File: config.mk
export PLATFORM = sky130hd
export DESIGN_NAME = xcvr_pattern_checker_sequencer
export DESIGN_NICKNAME = d
export VERILOG_FILES = /design/src/rtl/xcvr_chk_seq_pkg.sv /design/src/rtl/xcvr_avmm_access.sv /design/src/rtl/xcvr_pattern_checker_sequencer.sv
export SDC_FILE = /design/constraint.sdc
export NUM_CORES = 1
export LEC_CHECK = 0
export BUFFER_PORTS_ARGS = -buffer_cell sky130_fd_sc_hd__buf_2
export CORE_MARGIN = 8
export CORE_UTILIZATION = 56
export DETAILED_ROUTE_END_ITERATION = 8
export PLACE_DENSITY = 0.78
export RECOVER_POWER = 100
export SETUP_SLACK_MARGIN = 0.1
export SYNTH_ARGS = -nofsm -noshare
export SYNTH_HDL_FRONTEND = slang
export SYNTH_SLANG_ARGS = --single-unit
File: constraint.sdc
create_clock -name csr_clk_clk -period 11.05 [get_ports csr_clk_clk]
set_input_delay 0.5525 -clock csr_clk_clk [delete_from_list [all_inputs] [get_ports csr_clk_clk]]
set_output_delay 0.5525 -clock csr_clk_clk [all_outputs]
set_load 0.02 [all_outputs]
File: src/rtl/xcvr_chk_seq_pkg.sv
// Shared definitions for the pattern-checker sequencer: checker CSR word
// addresses, CTRL/STATUS bit positions, the sequencer state encoding and a
// helper that builds CTRL write words.
package xcvr_chk_seq_pkg;

    // Checker CSR word addresses
    localparam logic [2:0] CSR_CTRL    = 3'd0;
    localparam logic [2:0] CSR_STATUS  = 3'd1;
    localparam logic [2:0] CSR_PATSEL  = 3'd2;
    localparam logic [2:0] CSR_ERR_LO  = 3'd3;
    localparam logic [2:0] CSR_ERR_HI  = 3'd4;
    localparam logic [2:0] CSR_BITS_LO = 3'd5;
    localparam logic [2:0] CSR_BITS_HI = 3'd6;

    // CTRL / STATUS bit positions
    localparam int CTRL_EN_BIT     = 0;
    localparam int CTRL_CLR_BIT    = 1;
    localparam int CTRL_SNAP_BIT   = 2;
    localparam int STATUS_LOCK_BIT = 0;

    typedef enum logic [3:0] {
        ST_IDLE,
        ST_CFG_PAT,
        ST_CLR_EN,
        ST_EN,
        ST_WAIT_LOCK,
        ST_RUN,
        ST_SNAP,
        ST_RD_ELO,
        ST_RD_EHI,
        ST_RD_BLO,
        ST_RD_BHI,
        ST_UPDATE,
        ST_DISABLE
    } chk_state_t;

    // Build a CTRL register write word from its individual control bits
    function automatic logic [31:0] ctrl_word(input logic snap, input logic clr, input logic en);
        logic [31:0] w;
        w                = '0;
        w[CTRL_SNAP_BIT] = snap;
        w[CTRL_CLR_BIT]  = clr;
        w[CTRL_EN_BIT]   = en;
        return w;
    endfunction

endpackage

File: src/rtl/xcvr_avmm_access.sv
// Single-access Avalon-MM engine. A held req launches exactly one
// one-cycle read or write strobe; done marks completion. For writes done
// coincides with the strobe cycle, for reads it coincides with the cycle
// in which avm_readdata is valid (READ_LATENCY cycles after the strobe),
// and rdata is that readdata. No waitrequest handling: the slave is assumed
// to accept every strobe.
module xcvr_avmm_access #(
    parameter int READ_LATENCY = 1
) (
    input  logic        clk,
    input  logic        rst,
    input  logic        req,
    input  logic        wr,
    input  logic [2:0]  addr,
    input  logic [31:0] wdata,
    output logic        done,
    output logic [31:0] rdata,
    output logic [2:0]  avm_address,
    output logic        avm_write,
    output logic        avm_read,
    output logic [3:0]  avm_byteenable,
    output logic [31:0] avm_writedata,
    input  logic [31:0] avm_readdata
);

    localparam logic [1:0] LAT = 2'(READ_LATENCY);

    logic       active_reg;
    logic       is_read_reg;
    logic [1:0] lat_cnt_reg;

    // Completion: write finishes with its strobe, read when data is due
    assign done  = active_reg && (!is_read_reg || (lat_cnt_reg == LAT));
    assign rdata = avm_readdata;

    // Launch one strobe per idle request, then track read latency
    always_ff @(posedge clk or posedge rst) begin
        if (rst) begin
            active_reg     <= 1'b0;
            is_read_reg    <= 1'b0;
            lat_cnt_reg    <= 2'd0;
            avm_address    <= 3'd0;
            avm_write      <= 1'b0;
            avm_read       <= 1'b0;
            avm_byteenable <= 4'h0;
            avm_writedata  <= 32'd0;
        end else begin
            avm_address    <= 3'd0;
            avm_write      <= 1'b0;
            avm_read       <= 1'b0;
            avm_byteenable <= 4'h0;
            avm_writedata  <= 32'd0;
            if (!active_reg) begin
                if (req) begin
                    active_reg     <= 1'b1;
                    is_read_reg    <= !wr;
                    lat_cnt_reg    <= 2'd0;
                    avm_address    <= addr;
                    avm_write      <= wr;
                    avm_read       <= !wr;
                    avm_byteenable <= 4'hF;
                    avm_writedata  <= wr ? wdata : 32'd0;
                end
            end else if (done) begin
                active_reg <= 1'b0;
            end else begin
                lat_cnt_reg <= lat_cnt_reg + 2'd1;
            end
        end
    end

endmodule

File: src/rtl/xcvr_pattern_checker_sequencer.sv
// Avalon-MM master that runs one data pattern checker through its CSR
// slave: program pattern, clear+enable, wait for lock, then periodically
// snapshot and read the 64-bit error/bit counters, flagging fail when the
// error count exceeds the threshold. A stop disables the checker.
// Optional build macro XCVR_CHK_SEQ_TIMEOUT_EN adds a WAIT_LOCK timeout
// (LOCK_TIMEOUT cycles) that raises lock_timeout and disables the checker.
module xcvr_pattern_checker_sequencer
    import xcvr_chk_seq_pkg::*;
#(
    parameter int POLL_INTERVAL = 1024,
    parameter int READ_LATENCY  = 1,
    parameter int LOCK_TIMEOUT  = 65535
) (
    input  logic        csr_clk_clk,
    input  logic        reset_reset,
    input  logic        start,
    input  logic        stop,
    input  logic [2:0]  pattern_sel,
    input  logic [31:0] err_threshold,
    output logic [2:0]  avm_address,
    output logic        avm_write,
    output logic        avm_read,
    output logic [3:0]  avm_byteenable,
    output logic [31:0] avm_writedata,
    input  logic [31:0] avm_readdata,
    output logic        busy,
    output logic        locked,
    output logic [63:0] error_count,
    output logic [63:0] bit_count,
    output logic        sample_valid,
    output logic        fail,
    output logic        lock_timeout
);

    chk_state_t  state_reg, state_next;

    logic        acc_req;
    logic        acc_wr;
    logic [2:0]  acc_addr;
    logic [31:0] acc_wdata;
    logic        acc_done;
    logic [31:0] acc_rdata;

    logic        stop_pending_reg;
    logic [2:0]  pattern_reg;
    logic [31:0] threshold_reg;
    logic [31:0] err_lo_reg;
    logic [31:0] err_hi_reg;
    logic [31:0] bits_lo_reg;
    logic [63:0] error_count_reg;
    logic [63:0] bit_count_reg;
    logic        sample_valid_reg;
    logic        fail_reg;
    logic        locked_reg;
    logic [31:0] interval_cnt_reg;

    logic        start_accept;
    logic        stop_req;
    logic        lock_seen;
    logic        timeout_hit;

    // Stop beats start when both arrive in IDLE
    assign start_accept = (state_reg == ST_IDLE) && start && !stop;
    assign stop_req     = stop_pending_reg ||
                          (stop && (state_reg != ST_IDLE) && (state_reg != ST_DISABLE));
    assign lock_seen    = acc_done && acc_rdata[STATUS_LOCK_BIT];

`ifdef XCVR_CHK_SEQ_TIMEOUT_EN
    logic [31:0] lock_timer_reg;
    logic        lock_timeout_reg;

    assign timeout_hit  = (lock_timer_reg >= 32'(LOCK_TIMEOUT));
    assign lock_timeout = lock_timeout_reg;

    // Count WAIT_LOCK cycles (saturating) and flag the timeout when it ends the wait
    always_ff @(posedge csr_clk_clk or posedge reset_reset) begin
        if (reset_reset) begin
            lock_timer_reg   <= 32'd0;
            lock_timeout_reg <= 1'b0;
        end else begin
            if (state_reg != ST_WAIT_LOCK) begin
                lock_timer_reg <= 32'd0;
            end else if (!timeout_hit) begin
                lock_timer_reg <= lock_timer_reg + 32'd1;
            end
            if (start_accept) begin
                lock_timeout_reg <= 1'b0;
            end else if (state_reg == ST_WAIT_LOCK && acc_done && !lock_seen &&
                         !stop_req && timeout_hit) begin
                lock_timeout_reg <= 1'b1;
            end
        end
    end
`else
    assign timeout_hit  = 1'b0;
    assign lock_timeout = 1'b0;
`endif

    xcvr_avmm_access #(
        .READ_LATENCY (READ_LATENCY)
    ) u_access (
        .clk            (csr_clk_clk),
        .rst            (reset_reset),
        .req            (acc_req),
        .wr             (acc_wr),
        .addr           (acc_addr),
        .wdata          (acc_wdata),
        .done           (acc_done),
        .rdata          (acc_rdata),
        .avm_address    (avm_address),
        .avm_write      (avm_write),
        .avm_read       (avm_read),
        .avm_byteenable (avm_byteenable),
        .avm_writedata  (avm_writedata),
        .avm_readdata   (avm_readdata)
    );

    // State register
    always_ff @(posedge csr_clk_clk or posedge reset_reset) begin
        if (reset_reset) begin
            state_reg <= ST_IDLE;
        end else begin
            state_reg <= state_next;
        end
    end

    // Next state and per-state bus request; access states advance only on done
    always_comb begin
        state_next = state_reg;
        acc_req    = 1'b0;
        acc_wr     = 1'b0;
        acc_addr   = 3'd0;
        acc_wdata  = 32'd0;
        case (state_reg)
            ST_IDLE: begin
                if (start_accept) state_next = ST_CFG_PAT;
            end
            ST_CFG_PAT: begin
                acc_req   = 1'b1;
                acc_wr    = 1'b1;
                acc_addr  = CSR_PATSEL;
                acc_wdata = {29'd0, pattern_reg};
                if (acc_done) state_next = stop_req ? ST_DISABLE : ST_CLR_EN;
            end
            ST_CLR_EN: begin
                acc_req   = 1'b1;
                acc_wr    = 1'b1;
                acc_addr  = CSR_CTRL;
                acc_wdata = ctrl_word(1'b0, 1'b1, 1'b1);
                if (acc_done) state_next = stop_req ? ST_DISABLE : ST_EN;
            end
            ST_EN: begin
                acc_req   = 1'b1;
                acc_wr    = 1'b1;
                acc_addr  = CSR_CTRL;
                acc_wdata = ctrl_word(1'b0, 1'b0, 1'b1);
                if (acc_done) state_next = stop_req ? ST_DISABLE : ST_WAIT_LOCK;
            end
            ST_WAIT_LOCK: begin
                acc_req  = 1'b1;
                acc_addr = CSR_STATUS;
                if (acc_done) begin
                    if (stop_req)         state_next = ST_DISABLE;
                    else if (lock_seen)   state_next = ST_RUN;
                    else if (timeout_hit) state_next = ST_DISABLE;
                end
            end
            ST_RUN: begin
                if (stop_req)                    state_next = ST_DISABLE;
                else if (interval_cnt_reg == 0)  state_next = ST_SNAP;
            end
            ST_SNAP: begin
                acc_req   = 1'b1;
                acc_wr    = 1'b1;
                acc_addr  = CSR_CTRL;
                acc_wdata = ctrl_word(1'b1, 1'b0, 1'b1);
                if (acc_done) state_next = stop_req ? ST_DISABLE : ST_RD_ELO;
            end
            ST_RD_ELO: begin
                acc_req  = 1'b1;
                acc_addr = CSR_ERR_LO;
                if (acc_done) state_next = stop_req ? ST_DISABLE : ST_RD_EHI;
            end
            ST_RD_EHI: begin
                acc_req  = 1'b1;
                acc_addr = CSR_ERR_HI;
                if (acc_done) state_next = stop_req ? ST_DISABLE : ST_RD_BLO;
            end
            ST_RD_BLO: begin
                acc_req  = 1'b1;
                acc_addr = CSR_BITS_LO;
                if (acc_done) state_next = stop_req ? ST_DISABLE : ST_RD_BHI;
            end
            ST_RD_BHI: begin
                acc_req  = 1'b1;
                acc_addr = CSR_BITS_HI;
                if (acc_done) state_next = stop_req ? ST_DISABLE : ST_UPDATE;
            end
            ST_UPDATE: begin
                state_next = stop_req ? ST_DISABLE : ST_RUN;
            end
            ST_DISABLE: begin
                acc_req   = 1'b1;
                acc_wr    = 1'b1;
                acc_addr  = CSR_CTRL;
                acc_wdata = 32'd0;
                if (acc_done) state_next = ST_IDLE;
            end
            default: state_next = ST_IDLE;
        endcase
    end

    // Run parameters, stop latch, interval timer, shadows and published results.
    // Results are registered on the RD_BHI->UPDATE edge so they are visible
    // during the UPDATE cycle itself.
    always_ff @(posedge csr_clk_clk or posedge reset_reset) begin
        if (reset_reset) begin
            stop_pending_reg <= 1'b0;
            pattern_reg      <= 3'd0;
            threshold_reg    <= 32'd0;
            err_lo_reg       <= 32'd0;
            err_hi_reg       <= 32'd0;
            bits_lo_reg      <= 32'd0;
            error_count_reg  <= 64'd0;
            bit_count_reg    <= 64'd0;
            sample_valid_reg <= 1'b0;
            fail_reg         <= 1'b0;
            locked_reg       <= 1'b0;
            interval_cnt_reg <= 32'd0;
        end else begin
            sample_valid_reg <= 1'b0;

            if (state_reg == ST_IDLE || state_reg == ST_DISABLE) begin
                stop_pending_reg <= 1'b0;
            end else if (stop) begin
                stop_pending_reg <= 1'b1;
            end

            if (start_accept) begin
                pattern_reg   <= pattern_sel;
                threshold_reg <= err_threshold;
                fail_reg      <= 1'b0;
                locked_reg    <= 1'b0;
            end

            if (state_reg == ST_WAIT_LOCK && lock_seen) begin
                locked_reg <= 1'b1;
            end

            if (state_reg != ST_RUN && state_next == ST_RUN) begin
                interval_cnt_reg <= 32'(POLL_INTERVAL - 1);
            end else if (state_reg == ST_RUN && interval_cnt_reg != 32'd0) begin
                interval_cnt_reg <= interval_cnt_reg - 32'd1;
            end

            if (acc_done) begin
                if (state_reg == ST_RD_ELO) err_lo_reg  <= acc_rdata;
                if (state_reg == ST_RD_EHI) err_hi_reg  <= acc_rdata;
                if (state_reg == ST_RD_BLO) bits_lo_reg <= acc_rdata;
            end

            if (state_reg == ST_RD_BHI && state_next == ST_UPDATE) begin
                error_count_reg  <= {err_hi_reg, err_lo_reg};
                bit_count_reg    <= {acc_rdata, bits_lo_reg};
                sample_valid_reg <= 1'b1;
                if ({err_hi_reg, err_lo_reg} > {32'd0, threshold_reg}) begin
                    fail_reg <= 1'b1;
                end
            end
        end
    end

    assign busy         = (state_reg != ST_IDLE);
    assign locked       = locked_reg;
    assign error_count  = error_count_reg;
    assign bit_count    = bit_count_reg;
    assign sample_valid = sample_valid_reg;
    assign fail         = fail_reg;

endmodule

==> impl_metrics.ini <==
[sta]
period_share_pct = 47.6
setup_ws_ps = 5790
fin_hold_ws_ps = 244
drv_slew = 371
relSlewSlack_pct = -330
setup_tns_ps = 0
fmax_mhz = 190
finalCriticalPeriod_ps = 5260
max_slew.worst_pin.slew_ps = 6450
finalSetupViolCount = 0
hold_viol = 0
final.setup_skew_ps = 15.9
rsz0062_at_grt = no

[power]
leakagePower_nw = 7.26
combPwrFrac_pct = 26.1
vdd_drop_max_v = 0.000139
pwr_density_cell_nw_per_um2 = 244
total_power_w = 0.00379
power_frac_seq_pct = 44.9
p_int_w = 0.00255
p_switching_w = 0.00125
clock_power_share_pct = 29.0
switching_share_pct = 32.9

[yosys]
syn_area_per_cell_um2 = 12.6
synthCells = 1076
synth_ff_type = dfrtp_1
yosys.area.top_type = dfrtp_1
yosys.area.top_type_share_pct = 57.7
synthArstFlopShare_pct = 100
ys_top_cells_by_area = dfrtp_1, mux2_2, ha_1, o21ai_0, nand2_1
syn_area_um2 = 13500
ys_ff_latch = 312
yosys.cell_count.top_type = dfrtp_1
synth_cell_type_count = 57
yosysSeqAreaShare_pct = 57.7
synthTopCellsByCount = dfrtp_1, mux2_2, nand2_1
synth-edff-count = 0
ys.warnings.count = 0

[finish]
finalInstanceArea_um2 = 15600
final_net_count = 1378
layout-drive-gt1-share_pct = 27.5
nFillCells = 1884
area_delta_synth_final_pct = 15.1

[cts]
ctsResizeCount = 0
clock_latency_ps = 500
cts_sinks = 312
post_cts_buffers = 0
clk_pin_slew_ps = 60
cts_tree = built
cts_root_buf = clkbuf_16
hold_buffers = 0
htree_levels = 2
clk_path_buf_depth = 3
cts_buffers = 34

[placement]
placed_area_um2 = 14700
place_hpwl_mm = 20.5
port_buffers = 214
dpl_worst_slack_ps = 7100
place_congestion = 0.906

[drt]
drc = 0
totalWireLength_mm = 30.7
wl_per_cell_um = 19.0
drtAntennaViolNets = 0
drtIter0Drc = 681
via_per_inst = 5.51
num_vias = 8937
first_pass_iters = 5

[worst_setup_path]
cp_max_fo = 79
cp.arrival_ps = 5640
cp_slowest_cell = and3_1
crit_type = register to register
max_stage_delay_ps = 1910
r2r_start = state_reg[3]$_DFF_PP0_
cp_cell_sequence = nor2b_1, o41ai_1, and3_1, buf_4, mux2_2
start_kind = register
cp.required_ps = 11430
critPathBufInv = 1
critPathLaunch = state_reg[3]$_DFF_PP0_
crit_family = simple AND/OR/NAND/NOR gates
end_kind = register

[floorplanning]
die_w_um = 171
rows = 57
dieHeight_um = 171
initial_core_util_pct = 56.3
core_um2 = 24000
die_area_um2 = 29400
ios = 245

[min_path]
min-delay-path-class = input port to register
hold_start = pattern_sel[1]

[global_route]
grt_usage_pct = 20.9
grt_pass1_vias = 9186
grt_antenna_before_repair = 6
grt_pass1_wl_mm = 49.1
grt_overflow = 0
grt_max_degree = 163

[outcome]
violations = capacitance limit, slew limit
outcome = finished, violations left

[run]
drv_cap = 6
cell usage in the layout, fill, tap and decap left out, drive strengths merged, types with 27 or more instances in the layout:
cell type / n
buf: 73
mux2: 224
o21ai: 59
inv: 42
xnor2: 27
ha: 35
conb: 30
dfrtp: 312
nand2: 76
a21oi: 52
clkbuf: 191
per-layer routing:
metal / vias to the layer above / share of wire, % / track usage, %
li1: 4106 / - / -
met1: 4505 / 42 / 27.2
met2: 265 / 49 / 34.3
met3: 57 / 6.8 / 4.52
met4: 4 / 2.4 / 7.22
met5: - / 0.075 / 0
kinds of logic after synthesis:
kind of cell	after synthesis	synth area share [%]
compound gates	137	5.86
other cells	1	0.0277
flops	312	57.7
xor+xnor	32	2.07
buf+inv	131	4.74
fa+ha+maj	35	3.24
mux	226	18.8
simple gates	202	7.55
worst paths after layout:
check                                                            to  slack, ps  cells after the start
worst max-delay path                      bit_count[38]$_DFFE_PP0P_       5790                      5
worst min-delay path                     pattern_reg[1]$_DFFE_PP0P_        240                      3
worst max register to register            bit_count[38]$_DFFE_PP0P_       5790                      5
worst min register to register           pattern_reg[0]$_DFFE_PP0P_        490                      2
max in group asynchronous                err_hi_reg[27]$_DFFE_PP0P_       6060                      2
min in group asynchronous       u_access.avm_writedata[1]$_DFF_PP0_       2050                      2
final cells by class:
| class | count | area (um2) | share of cell area [%] |
|---|---|---|---|
| Antenna cell | 4 | 10.0 | 0.0643 |
| Tap cell | 324 | 405 | 2.60 |
| Sequential cell | 312 | 7810 | 50.1 |
| Clock buffer | 45 | 966 | 6.20 |
| Inverter | 43 | 163 | 1.04 |
| Multi-Input combinational cell | 662 | 5180 | 33.2 |
| Clock inverter | 12 | 114 | 0.731 |
| Timing Repair Buffer | 219 | 933 | 5.99 |
power groups by stage:
stage | clock network [W] | logic (W) | registers (W)
final | 0.00110 | 0.000990 | 0.00170
after global routing | 0.00117 | 0.00111 | 0.00175
after CTS | 0.00112 | 0.00103 | 0.00170
after detailed placement | 0 | 0.00102 | 0.00171
after global placement | 0 | 0.000983 | 0.00169
after floorplan | 0 | 0.000680 | 0.00174
tightest hold or removal path: cells and delay by family:
family / cells / cell delay, ps
simple gates: 2 / 90
buf+inv: 1 / 70
metrics by stage:
| stage | instances | utilization [%] |
|---|---|---|
| final | 1621 | 64.8 |
| after global routing | 1621 | 64.8 |
| after CTS | 1617 | 65.7 |
| after detailed placement | 1560 | 61.2 |
| after global placement | 1560 | 61.2 |
| after floorplan | 1105 | - |
(Power assumes the default switching activity.)
